**src/rtl/uart_pkg.sv**
```systemverilog
// Shared types and helpers for the oversampled UART blocks.
//   parity_e   : parity mode encoding (NONE / EVEN / ODD)
//   rx_state_e : receiver state machine states
//   calc_div   : sys_clk cycles per oversample tick, rounded to nearest
package uart_pkg;

  typedef enum logic [1:0] {
    NONE = 2'd0,
    EVEN = 2'd1,
    ODD  = 2'd2
  } parity_e;

  typedef enum logic [2:0] {
    IDLE,
    START,
    DATA,
    PARITY,
    STOP,
    WAIT_IDLE
  } rx_state_e;

  function automatic int calc_div(input int clk_hz, input int baud, input int os);
    return (clk_hz + (baud * os) / 2) / (baud * os);
  endfunction

endpackage

```
**src/rtl/uart_os_tick.sv**
```systemverilog
// Oversample tick generator: one-cycle o_tick every DIV sys_clk cycles.
// Ports:
//   sys_clk   in  : clock
//   sys_reset in  : synchronous active-high reset
//   i_clear   in  : holds the divider at zero (phase realigns on release)
//   o_tick    out : one-cycle tick, first one DIV cycles after i_clear drops
module uart_os_tick
  import uart_pkg::*;
#(
  parameter int DIV = 27
) (
  input  logic sys_clk,
  input  logic sys_reset,
  input  logic i_clear,
  output logic o_tick
);

  localparam int CW = (DIV > 1) ? $clog2(DIV) : 1;
  localparam logic [CW-1:0] LAST = CW'(DIV - 1);

  logic [CW-1:0] cnt;

  always_ff @(posedge sys_clk) begin
    if (sys_reset || i_clear) begin
      cnt <= '0;
    end else if (cnt == LAST) begin
      cnt <= '0;
    end else begin
      cnt <= cnt + 1'b1;
    end
  end

  assign o_tick = (cnt == LAST) && !i_clear;

endmodule

```
**src/rtl/uart_rx_os.sv**
```systemverilog
// Oversampling UART receiver running directly on sys_clk.
// Ports:
//   sys_clk            in  : clock
//   sys_reset          in  : synchronous active-high reset
//   uart_rx            in  : asynchronous serial line, idle high
//   o_receive_data     out : last received word, LSB = first data bit
//   o_receive_data_en  out : one-cycle pulse at frame end
//   o_parity_err       out : parity mismatch on last frame
//   o_frame_err        out : a stop bit sampled low on last frame
//   o_break            out : all data/parity/stop bits sampled low
//   uart_busy          out : high from start detection to frame end
module uart_rx_os #(
  parameter int CLK_HZ     = 50_000_000,
  parameter int BAUD       = 115200,
  parameter int OVERSAMPLE = 16,
  parameter int DATA_BITS  = 8,
  parameter int PARITY     = 0,
  parameter int STOP_BITS  = 1
) (
  input  logic                 sys_clk,
  input  logic                 sys_reset,
  input  logic                 uart_rx,
  output logic [DATA_BITS-1:0] o_receive_data,
  output logic                 o_receive_data_en,
  output logic                 o_parity_err,
  output logic                 o_frame_err,
  output logic                 o_break,
  output logic                 uart_busy
);

  import uart_pkg::*;

  localparam int DIV = calc_div(CLK_HZ, BAUD, OVERSAMPLE);

  if (!(OVERSAMPLE == 8 || OVERSAMPLE == 16)) begin : g_bad_os
    $error("uart_rx_os: OVERSAMPLE must be 8 or 16");
  end
  if (DATA_BITS < 5 || DATA_BITS > 9) begin : g_bad_data
    $error("uart_rx_os: DATA_BITS must be 5..9");
  end
  if (PARITY < 0 || PARITY > 2) begin : g_bad_parity
    $error("uart_rx_os: PARITY must be 0, 1 or 2");
  end
  if (!(STOP_BITS == 1 || STOP_BITS == 2)) begin : g_bad_stop
    $error("uart_rx_os: STOP_BITS must be 1 or 2");
  end
  if (DIV < 2) begin : g_bad_div
    $error("uart_rx_os: baud divider must be at least 2");
  end

  localparam int OS_W = $clog2(OVERSAMPLE);
  localparam logic [OS_W-1:0] OS_S0   = OS_W'(OVERSAMPLE / 2 - 1);
  localparam logic [OS_W-1:0] OS_S1   = OS_W'(OVERSAMPLE / 2);
  localparam logic [OS_W-1:0] OS_DEC  = OS_W'(OVERSAMPLE / 2 + 1);
  localparam logic [OS_W-1:0] OS_LAST = OS_W'(OVERSAMPLE - 1);
  localparam logic [3:0]      LAST_DATA = 4'(DATA_BITS - 1);
  localparam logic            LAST_STOP = 1'(STOP_BITS - 1);
  localparam bit              PAR_EN  = (PARITY != 0);
  localparam bit              PAR_ODD = (PARITY == int'(ODD));

  rx_state_e state, state_nxt;

  logic                 rx_meta, rx_sync;
  logic                 tick;
  logic [OS_W-1:0]      os_cnt;
  logic [3:0]           bit_cnt;
  logic                 stop_cnt;
  logic                 samp_a, samp_b;
  logic [DATA_BITS-1:0] shift;
  logic                 par_bit;
  logic                 stop_low;
  logic                 any_one;
  logic                 vote;
  logic                 decide;
  logic                 bit_end;
  logic                 frame_end;

  // Two-flop synchroniser; resets to the idle-high line level so a reset
  // never looks like a start edge.
  always_ff @(posedge sys_clk) begin
    if (sys_reset) begin
      rx_meta <= 1'b1;
      rx_sync <= 1'b1;
    end else begin
      rx_meta <= uart_rx;
      rx_sync <= rx_meta;
    end
  end

  // Divider is held while waiting so the sample phase starts at the edge.
  uart_os_tick #(
    .DIV (DIV)
  ) u_tick (
    .sys_clk   (sys_clk),
    .sys_reset (sys_reset),
    .i_clear   ((state == IDLE) || (state == WAIT_IDLE)),
    .o_tick    (tick)
  );

  // Third vote sample is the live synchronised line at the decision tick.
  assign vote    = (samp_a & samp_b) | (samp_a & rx_sync) | (samp_b & rx_sync);
  assign decide  = tick && (os_cnt == OS_DEC);
  assign bit_end = tick && (os_cnt == OS_LAST);

  always_ff @(posedge sys_clk) begin
    if (sys_reset) begin
      state <= IDLE;
    end else begin
      state <= state_nxt;
    end
  end

  always_comb begin
    state_nxt = state;
    frame_end = 1'b0;
    case (state)
      IDLE: begin
        if (!rx_sync) state_nxt = START;
      end
      START: begin
        if (decide && vote) state_nxt = IDLE;
        else if (bit_end)   state_nxt = DATA;
      end
      DATA: begin
        if (bit_end && (bit_cnt == LAST_DATA))
          state_nxt = PAR_EN ? uart_pkg::PARITY : STOP;
      end
      uart_pkg::PARITY: begin
        if (bit_end) state_nxt = STOP;
      end
      STOP: begin
        // The frame closes at the decision of the last stop bit, leaving
        // the rest of that bit for catching the next start edge.
        if (decide && (stop_cnt == LAST_STOP)) begin
          frame_end = 1'b1;
          state_nxt = (stop_low || !vote) ? WAIT_IDLE : IDLE;
        end
      end
      WAIT_IDLE: begin
        if (rx_sync) state_nxt = IDLE;
      end
      default: state_nxt = IDLE;
    endcase
  end

  assign uart_busy = (state != IDLE) && (state != WAIT_IDLE);

  always_ff @(posedge sys_clk) begin
    if (sys_reset) begin
      os_cnt            <= '0;
      bit_cnt           <= '0;
      stop_cnt          <= 1'b0;
      samp_a            <= 1'b1;
      samp_b            <= 1'b1;
      shift             <= '0;
      par_bit           <= 1'b0;
      stop_low          <= 1'b0;
      any_one           <= 1'b0;
      o_receive_data    <= '0;
      o_receive_data_en <= 1'b0;
      o_parity_err      <= 1'b0;
      o_frame_err       <= 1'b0;
      o_break           <= 1'b0;
    end else begin
      o_receive_data_en <= frame_end;
      if ((state == IDLE) || (state == WAIT_IDLE)) begin
        os_cnt   <= '0;
        bit_cnt  <= '0;
        stop_cnt <= 1'b0;
        stop_low <= 1'b0;
        any_one  <= 1'b0;
      end else if (tick) begin
        os_cnt <= (os_cnt == OS_LAST) ? '0 : os_cnt + 1'b1;
        if (os_cnt == OS_S0) samp_a <= rx_sync;
        if (os_cnt == OS_S1) samp_b <= rx_sync;
        if (os_cnt == OS_DEC) begin
          case (state)
            DATA: begin
              shift   <= {vote, shift[DATA_BITS-1:1]};
              any_one <= any_one | vote;
            end
            uart_pkg::PARITY: begin
              par_bit <= vote;
              any_one <= any_one | vote;
            end
            STOP: begin
              stop_low <= stop_low | !vote;
              any_one  <= any_one | vote;
            end
            default: ;
          endcase
        end
        if (os_cnt == OS_LAST) begin
          if (state == DATA) bit_cnt  <= bit_cnt + 1'b1;
          if (state == STOP) stop_cnt <= stop_cnt + 1'b1;
        end
      end
      if (frame_end) begin
        o_receive_data <= shift;
        o_frame_err    <= stop_low | !vote;
        o_break        <= !(any_one | vote);
        o_parity_err   <= PAR_EN && (par_bit != ((^shift) ^ PAR_ODD));
      end
    end
  end

endmodule

```
**config.mk**
```make
export PLATFORM = sky130hd
export DESIGN_NAME = uart_rx_os
export DESIGN_NICKNAME = d
export VERILOG_FILES = /design/src/rtl/uart_pkg.sv /design/src/rtl/uart_os_tick.sv /design/src/rtl/uart_rx_os.sv
export SDC_FILE = /design/constraint.sdc
export NUM_CORES = 1
export LEC_CHECK = 0
export ABC_CLOCK_PERIOD_IN_PS = 2500
export BUFFER_PORTS_ARGS = -buffer_cell sky130_fd_sc_hd__buf_2
export CAP_MARGIN = 30
export CORE_UTILIZATION = 30
export CTS_BUF_LIST = sky130_fd_sc_hd__clkbuf_4
export CTS_CLUSTER_DIAMETER = 100
export CTS_CLUSTER_SIZE = 24
export DETAILED_ROUTE_END_ITERATION = 8
export PLACE_DENSITY = 0.46
export SLEW_MARGIN = 20
export SYNTH_ARGS = -nofsm -noshare
export SYNTH_HDL_FRONTEND = slang
export SYNTH_SLANG_ARGS = --single-unit
```
**constraint.sdc**
```tcl
create_clock -name sys_clk -period 2.5 [get_ports sys_clk]
set_clock_uncertainty 0.05 [all_clocks]
set_input_delay 0.125 -clock sys_clk [delete_from_list [all_inputs] [get_ports sys_clk]]
set_output_delay 0.125 -clock sys_clk [all_outputs]
set_load 0.05 [all_outputs]
```
==> results of run 1 <==
==> layout make-up <==
| type | instances | area (µm²) | area share, % |
|---|---|---|---|
| sequential | 42 | 840.8 | 40.83 |
| inverter | 6 | 22.52 | 1.094 |
| timing repair buffer | 18 | 102.6 | 4.982 |
| clock inverter | 2 | 10.01 | 0.4860 |
| clock buffer | 5 | 37.54 | 1.823 |
| tap | 75 | 93.84 | 4.556 |
| multi-input combinational | 154 | 952.2 | 46.23 |
==> worst reg2reg max path: stages (launching register included) <==
cell	delay, ns
dfxtp_1	0.39
inv_1	0.06
ha_1	0.20
and4b_2	0.26
and2_2	0.21
o221ai_1	0.29
mux2_2	0.37
a21o_1	0.14
==> routing by layer <==
layer	track usage (%)	share of wire, %	up-vias
met1	14.41	49	658
met2	21.51	45	27
met5	0	0	-
li1	-	-	748
met3	3.933	4.5	5
met4	4.821	1.3	0
==> per-stage QoR <==
| step | utilization, % | hold slack, ns | cell area, µm² |
|---|---|---|---|
| final | 34.58 | 0.1862 | 2059 |
| after detailed placement | 33.61 | 0.2603 | 2002 |
| after global routing | 34.58 | 0.1814 | 2059 |
| after global placement | 33.61 | 0.2627 | 2002 |
| after floorplan | - | 0.1788 | 1863 |
| after CTS | 34.58 | 0.1810 | 2059 |
==> kinds of logic (layout without fill, tap and decap cells) <==
family | after synthesis | after routing | synth area share, %
AND/OR/NAND/NOR | 95 | 95 | 24.51
XOR/XNOR | 8 | 8 | 4.164
adder cells (fa/ha/maj) | 7 | 7 | 4.567
flip-flops | 42 | 42 | 45.13
multiplexers | 11 | 11 | 6.044
AO/OA/AOI/OAI | 32 | 32 | 11.62
buffers and inverters | 15 | 31 | 3.761
other | 1 | 1 | 0.2013
==> Yosys cell counts (2+ instances only) <==
cell type   n  area share, %
a211oi_1    2           0.81
inv_1       6            1.2
a21oi_1    13            3.5
ha_1        6            4.0
xnor2_1     2           0.94
or2_2       3            1.0
nand3_1     9            2.4
mux2i_1     9            4.8
buf_2       2           0.54
a21boi_0    2           0.81
nor2b_1     2           0.67
clkbuf_1    5            1.0
nor2_1     33            6.6
nand4b_1    3            1.4
xor2_1      5            2.4
a2111oi_0   2           0.94
o31ai_1     2           0.81
dfxtp_1    42             45
or3_1       2           0.67
nor3_1      3           0.81
nand2_1    29            5.8
mux2_2      2            1.2
==> how the worst max path moves through the flow <==
stage	endpoint	slack (ns)	cells past startpoint
3_5_place_dp	state[0]	0.44	7
3_3_place_gp	state[0]	0.48	7
6_report	state[0]	0.43	7
5_1_grt	state[0]	0.34	7
2_1_floorplan	state[0]	0.55	7
4_1_cts	state[0]	0.42	7
==> flip-flops by register name, indices dropped and copies added, names as in the netlist <==
register           count
samp_a                 1
o_receive_data_en      1
os_cnt                 4
stop_low               1
bit_cnt                4
samp_b                 1
state                  3
stop_cnt               1
u_tick.cnt             5
any_one                1
shift                  8
o_frame_err            1
o_receive_data         8
rx_sync                1
o_break                1
rx_meta                1
==> power by group through the flow <==
stage	registers [mW]	logic [mW]	clock network (mW)
floorplan	0.733	0.294	0
global placement	0.777	0.320	0
detailed placement	0.776	0.315	0
CTS	0.760	0.318	0.339
global route	0.769	0.353	0.371
finish	0.761	0.313	0.315
==> timing repair <==
item                      CTS  global route
buffers inserted            0             0
hold endpoints to repair    1             0
hold buffers                1             0
==> out/metrics.cfg, run 1 <==
[outcome]
status = complete, no violations

[power]
power.share.switching_pct = 34.50
p_comb_share_pct = 22.5
ir_drop_v = 0.0005612
p_leak_nw = 0.8101
pwr-share-seq_pct = 54.8
p_int_mw = 0.9093
switchingPower_mw = 0.4790
power_density_nw_per_um2 = 674.1
total_power_mw = 1.388
pwr-share-clk_pct = 22.7

[min_path]
whs_endpoint = shift[5]
hold_class = in -> reg
holdCritStartpoint = sys_reset
hold_path_depth = 2

[cells_and_area]
n_antenna_cell = 0
drive_gt1_share_pct = 16.30
final_nets = 236
mostFrequentLayoutCell = dfxtp_1
final_cell_mix = 42 x dfxtp_1, 33 x nor2_1, 29 x nand2_1
fillers = 632
syn_to_final_growth_pct = 10.54
stdcell_count = 302

[worst_setup_path]
path_cells = inv_1 -> ha_1 -> and4b_2 -> and2_2 -> o221ai_1 -> mux2_2 -> a21o_1
rrSetupSlack_ns = 0.43
arrival_ns = 2.27
critPathLaunch = u_tick.cnt[0]
startpoint_type = flip-flop
cp_top_family = simple AND/OR/NAND/NOR gates
worst-path-max-fanout = 6
worstSetupPathType = reg -> reg
r2r.worst_path.cells = 7
crit_required_ns = 2.70
r2r-end = state[0]
crit_buf_inv = 1
crit_slowest_cell = dfxtp_1
endpoint_kind = flip-flop
rr_startpoint = u_tick.cnt[0]
cpPeakStageDelay_ns = 0.39

[timing]
hold_violations = 0
finalCritPeriodShare_pct = 82.80
finalSetupViolations = 0
tightest_slew_ns = 0.5355
layout_setup_ws_ns = 0.4301
fin_crit_ns = 2.070
max_freq_ghz = 0.4831
rsz0062_at_grt = no
tns_ns = 0
finalMaxSlewViolations = 0
relSlewSlack_pct = 64.30

[clock_network]
cts_buffers = 5
clock_sinks = 42
htree_levels = 2
cts.path.max_buffers = 2
clock_latency_ns = 0.34
cts_tree = built
clockRootBuffer = clkbuf_4
cts_resized = 0
path_clk_slew_ns = 0.13

[detailed_routing]
viasPerCell = 4.762
wl_per_cell_um = 11.83
remaining_drc_errors = 0
drt-pass1-iter-count = 4
vias = 1438
drt-total-wl_um = 3573
drtIter0Drc = 64
drt.antenna.violating_nets = 0

[floorplanning]
initial_core_util_pct = 31.28
ios = 16
die_width_um = 80.81
num_rows = 28
core_um2 = 5956
die_h_um = 80.81
dieArea_um2 = 6529

[placed_design]
dp_hpwl_um = 2529
place.gp.congestion = 0.7688
placed_cells = 294
place_ws_ns = 0.4396
numPortBuffers = 14

[grt]
first_global_vias = 1356
grt.total_usage_pct = 12.52
grt.overflow.total = 0
grt_pass1_wl_um = 6216
grt_max_degree = 32
grt_antenna_before_repair = 0

[synth]
yosysSeqAreaShare_pct = 45.13
synth_edf_count = 0
yosysWarnings = 0
synth_nets = 220
synth_cell_types = 49
synth.cell_area_um2 = 1863
syn_inst = 211
async_flop_share_pct = 0
ys_ff_latch = 42
avgSynthCellArea_um2 = 8.830
synthFlopType = dfxtp_1

[job]
cap_viol_max_count = 0

Note: power is estimated with default switching activity, not from simulation.
==> run 2: changes to the inputs <==
Settings changed: ABC_AREA set to 1, ABC_CLOCK_PERIOD_IN_PS 2500 to 2110.
Clock period 2.5 ns to 2.11 ns, I/O delays scaled along.
==> run 2 against run 1 <==
First-iteration DRC count increased by 25%; power increased by 46%; core utilization up 0.78 points; sequential share of layout area fell by 0.66 points; largest power group unchanged; combinational power is 95% higher; sequential power grew 15%; register-to-register slack got worse by 0.11 ns; non-clock buffer count unchanged.
==> out/metrics.cfg, run 2 <==
[synth]
synthFlopType = dfxtp_1
synth_nets = 238
yosys.area.top_type = dfxtp_1
synth_edf_count = 0
synth_most_common_cell = dfxtp_1
ys_top_cells_by_area = dfxtp_1 45%, a21oi_1 7.8%, nand2_1 6.3%
synth_cell_types = 29
ys_ff_latch = 42
async_flop_share_pct = 0
yosysWarnings = 0
synthTopCellsByCount = 42 x dfxtp_1, 31 x nand2_1, 29 x a21oi_1, 29 x inv_1, 19 x o21ai_0
synth.cell_area_um2 = 1849
syn_inst = 229
avgSynthCellArea_um2 = 8.075
yosys.area.top_type_share_pct = 45.47
yosysSeqAreaShare_pct = 45.47

[cells_and_area]
final_cell_mix = 42 x dfxtp_1, 31 x nand2_1, 29 x inv_1, 29 x a21oi_1, 19 x o21ai_0
mostFrequentLayoutCell = dfxtp_1
largestRegisters = o_receive_data: 8 flops, shift: 8 flops, u_tick.cnt: 5 flops
syn_to_final_growth_pct = 13.19
n_antenna_cell = 0
final_nets = 258
drive_gt1_share_pct = 19.20

[timing]
hold_violations = 0
finalMaxSlewViolations = 0
tightest_slew_ns = 0.5494
layout_setup_ws_ns = 0.3230
finalCritPeriodShare_pct = 84.69
fin_crit_ns = 1.787
tns_ns = 0
max_freq_ghz = 0.5596
relSlewSlack_pct = 63.34
finalSetupViolations = 0
rsz0062_at_grt = no

[placed_design]
numPortBuffers = 14
place.gp.congestion = 0.7505
dp_hpwl_um = 2453
place_ws_ns = 0.2933

[worst_setup_path]
worst-path-max-fanout = 16
endpoint_kind = flip-flop
rr_startpoint = u_tick.cnt[0]
r2r.worst_path.cells = 9
startpoint_type = flip-flop
critPathLaunch = u_tick.cnt[0]
crit_required_ns = 2.32
worstSetupPathType = reg -> reg
rrSetupSlack_ns = 0.32
arrival_ns = 1.99
r2r-end = shift[4]
crit_end = shift[4]

[power]
p_int_mw = 1.273
p_comb_share_pct = 30.2
p_leak_nw = 0.9006
switchingPower_mw = 0.7498
pwr-share-clk_pct = 26.5
power_density_nw_per_um2 = 966.2
power.share.switching_pct = 37.07
ir_drop_v = 0.0003925
pwr-share-seq_pct = 43.3

[clock_network]
cts_buffers = 5
clockRootBuffer = clkbuf_4
cts.path.max_buffers = 2
postCtsSetupBuffers = 0
clock_sinks = 42
cts_tree = built
htree_levels = 2
clock_latency_ns = 0.35
path_clk_slew_ns = 0.13

[min_path]
hold_path_depth = 1
hold_class = reg -> reg
holdCritStartpoint = rx_meta

[job]
cap_viol_max_count = 0

[floorplanning]
die_width_um = 80.51
die_h_um = 80.51
num_rows = 28
ios = 16
dieArea_um2 = 6482
core_um2 = 5921
initial_core_util_pct = 31.23

[grt]
grt_pass1_wl_um = 5871
grt.total_usage_pct = 12.05
grt_antenna_before_repair = 0
grt_max_degree = 22
first_global_vias = 1284
grt.overflow.total = 0

[outcome]
status = complete, no violations

[detailed_routing]
wl_per_cell_um = 10.65
drtIter0Drc = 80
drt-pass1-iter-count = 4
drt.antenna.violating_nets = 0
vias = 1434
drt-total-wl_um = 3461
remaining_drc_errors = 0
viasPerCell = 4.412

[run 2: cell count changes after synthesis, sizes merged, moves of 4 or more]
cell,change
inv,+29
o21ai,+21
a21oi,+18
nor2,-13
mux2i,-9
nand2,+6
nand3,+4
nand4,+4
or3,-4
[run 2: what timing repair did]
item                                   CTS  global route
endpoints found under the hold margin    3             0
hold buffers                             2             0
setup endpoints to repair                0             0
gates resized for setup                  0             0
[run 2: power by group through the flow]
stage | logic [mW] | registers (mW) | clock network, mW
after detailed placement | 0.607 | 0.893 | 0
after floorplan | 0.480 | 0.884 | 0
after global routing | 0.700 | 0.882 | 0.594
final | 0.610 | 0.876 | 0.537
after CTS | 0.612 | 0.875 | 0.562
after global placement | 0.615 | 0.894 | 0
[run 2: kinds of logic after synthesis]
logic type	count (synthesis)	synth area share [%]
other cells	1	0.2028
flops	42	45.47
simple gates	76	21.58
fa+ha+maj	6	4.059
xor+xnor	5	2.368
compound gates	59	17.19
buf+inv	40	9.134
[run 2: area by class of cell]
type	instances	area (µm²)
clock buffers	6	45.04
clock inverters	2	37.54
fillers	631	3827
inverters	35	131.4
multi-input cells	147	839.6
flip-flops and latches	42	840.8
well taps	75	93.84
repair buffers	18	105.1
[run 2: routing by layer]
| metal | track usage (%) | wire length [µm] |
|---|---|---|
| met5 | 0 | 0 |
| met4 | 5.357 | 57 |
| met3 | 3.182 | 116 |
| met2 | 18.64 | 1520 |
| met1 | 15.56 | 1767 |
[run 2: critical path: stages (launching register included)]
cell	delay, ns
dfxtp_1	0.35
inv_1	0.06
ha_1	0.16
nand4_2	0.18
nor2_8	0.23
inv_2	0.08
nor2_2	0.12
nand2_2	0.19
o21ai_0	0.22
a21oi_1	0.05
[run 2: how the worst min path moves through the flow]
stage | slack (ns) | endpoint
floorplan | 0.12 | o_break
global placement | 0.24 | rx_meta
detailed placement | 0.24 | rx_meta
CTS | 0.36 | rx_sync
global route | 0.39 | rx_sync
finish | 0.36 | rx_sync
[run 2: metrics by stage]
stage	std cells	hold slack (ns)	power, mW	utilization (%)	instance area [µm²]
6_report	325	0.3560	2.023	35.36	2093
5_1_grt	325	0.3898	2.176	35.36	2093
4_1_cts	325	0.3591	2.049	35.36	2093
3_5_place_dp	315	0.2409	1.500	33.62	1991
3_3_place_gp	315	0.2397	1.509	33.62	1991
2_1_floorplan	229	0.1179	1.364	-	1849
==> run 3: changes to the inputs <==
Settings changed: ABC_CLOCK_PERIOD_IN_PS 2110 to 1500, PLACE_DENSITY 0.46 to 0.47.
Clock period 2.11 ns to 1.5 ns, I/O delays scaled along.
==> run 3 against run 2 <==
The flow now finishes with violations (setup timing); maximum frequency up 11%; hold slack better by 0.019 ns; sequential power rose by 45%; critical endpoint is now bit_cnt[0]; largest power group is now combinational cells; highest routed layer unchanged.
==> out/metrics.cfg, run 3 (synthesis gave the netlist of run 2 again) <==
[floorplanning]
dieArea_um2 = 6482
num_rows = 28
die_h_um = 80.51
die_width_um = 80.51
ios = 16
core_um2 = 5921
initial_core_util_pct = 31.23

[grt]
grt_max_degree = 20
first_global_vias = 1430
grt_antenna_before_repair = 0
grt.overflow.total = 0
grt.total_usage_pct = 13.82
grt_pass1_wl_um = 6762

[cells_and_area]
area.sequential_um2 = 855.8
n_antenna_cell = 0
fillers = 609
multi_input_area_um2 = 1013
drive_gt1_share_pct = 39.51
final_cell_mix = 36 x dfxtp_1, 31 x buf_4, 26 x nand2_1
largestRegisters = o_receive_data: 8 flops, shift: 8 flops, u_tick.cnt: 5 flops
final_nets = 294
syn_to_final_growth_pct = 37.48
post-route-util_pct = 42.94
mostFrequentLayoutCell = dfxtp_1

[detailed_routing]
vias = 1612
viasPerCell = 4.465
drtIter0Drc = 60
drt.antenna.violating_nets = 0
drt-pass1-iter-count = 4
wl_per_cell_um = 11.27
remaining_drc_errors = 0
drt-total-wl_um = 4069

[timing]
holdWs_ns = 0.3753
finalCritPeriodShare_pct = 107.1
finalMaxSlewViolations = 0
relSlewSlack_pct = 62.10
max_freq_ghz = 0.6226
hold_violations = 0
fin_crit_ns = 1.606
rsz0062_at_grt = yes
finalSetupViolations = 26
tightest_slew_ns = 0.5679
layout_setup_ws_ns = -0.1061

[worst_setup_path]
crit_required_ns = 1.75
startpoint_type = flip-flop
endpoint_kind = flip-flop
arrival_ns = 1.85
cpPeakStageDelay_ns = 0.35
crit_slowest_cell = dfxtp_2
worst-path-max-fanout = 5
worstSetupPathType = reg -> reg
path_cells = inv_2 -> ha_4 -> nand4_4 -> nor2_8 -> buf_6 -> nand4_4 -> inv_2 -> nand2_4 -> inv_4 -> nand2_1 -> a21oi_2

[clock_network]
path_clk_slew_ns = 0.13
cts_tree = built
clock_latency_ns = 0.35
htree_levels = 2
cts_buffers = 5
clockRootBuffer = clkbuf_4
postCtsSetupBuffers = 0
clock_sinks = 42
cts.path.max_buffers = 2

[placed_design]
numPortBuffers = 14
place.gp.congestion = 0.7998
dp_hpwl_um = 2808

[power]
p_leak_nw = 1.110
ir_drop_v = 0.0008189
power_density_nw_per_um2 = 1285

[min_path]
hold_class = reg -> reg

[outcome]
status = finished with violations
violations = setup timing

[job]
cap_viol_max_count = 0

==> run 3: cell types whose count changed in the layout (fill, tap and decap cells not counted), moves of 6 or more <==
cell	before	now
buf_4	2	31
o21ai_0	19	6
o21ai_1	4	13
nor2_4	0	6
dfxtp_1	42	36
==> run 3: through the flow <==
| stage | instance area, µm² | setup WS, ns | cells | setup TNS (ns) | power, mW |
|---|---|---|---|---|---|
| 6_report | 2542 | -0.1061 | 361 | -1.242 | 3.266 |
| 5_1_grt | 2542 | -0.2339 | 361 | -4.969 | 3.521 |
| 4_1_cts | 2427 | -0.08621 | 360 | -1.126 | 3.087 |
| 3_5_place_dp | 2271 | -0.1636 | 348 | -2.016 | 2.409 |
| 3_3_place_gp | 2271 | -0.1670 | 348 | -1.639 | 2.417 |
| 2_1_floorplan | 1882 | 0.001503 | 229 | 0 | 1.954 |
==> run 3: where the power goes <==
group,switching (mW),internal (mW),total (mW)
registers,0.0718,1.20,1.27
clock network,0.374,0.175,0.549
logic,0.825,0.619,1.44
==> run 3: repair_timing <==
item | 4_1_cts | 5_1_grt
cloned | 1 | 1
hold buffers | 3 | 0
endpoints found under the setup margin | 31 | 34
pin swaps | 4 | 12
resized for setup | 26 | 35
endpoints found under the hold margin | 4 | 0
==> run 3: routing by layer <==
layer / track usage, % / share of wire (%) / vias to the layer above
li1: - / - / 863
met3: 3.409 / 2.8 / 7
met2: 21.27 / 46 / 18
met1: 18.60 / 50 / 724
met4: 4.821 / 1.9 / 0
met5: 0 / 0 / -
==> run 3: layout make-up <==
cell class                      instances  share of cell area, %
Sequential cell                        42                  33.66
Multi-Input combinational cell        149                  39.86
Tap cell                               75                  3.691
Clock inverter                          3                 0.6398
Inverter                               35                  5.561
Timing Repair Buffer                   52                  15.11
Clock buffer                            5                  1.476
==> run 3: path summary, 6_finish.rpt <==
kind,start,endpoint,slack [ns],cells after the start
worst max-delay path,u_tick.cnt[0],bit_cnt[0],-0.11,11
worst min-delay path,rx_meta,rx_sync,0.38,1
worst max register to register,u_tick.cnt[0],bit_cnt[0],-0.11,11
worst min register to register,rx_meta,rx_sync,0.38,1
==> run 3: worst max-delay path: cells and delay by family (launching register included) <==
kind / cells / cell delay, ns
simple gates: 5 / 0.53
fa+ha+maj: 1 / 0.13
compound gates: 1 / 0.11
buf+inv: 4 / 0.38
flops: 1 / 0.35
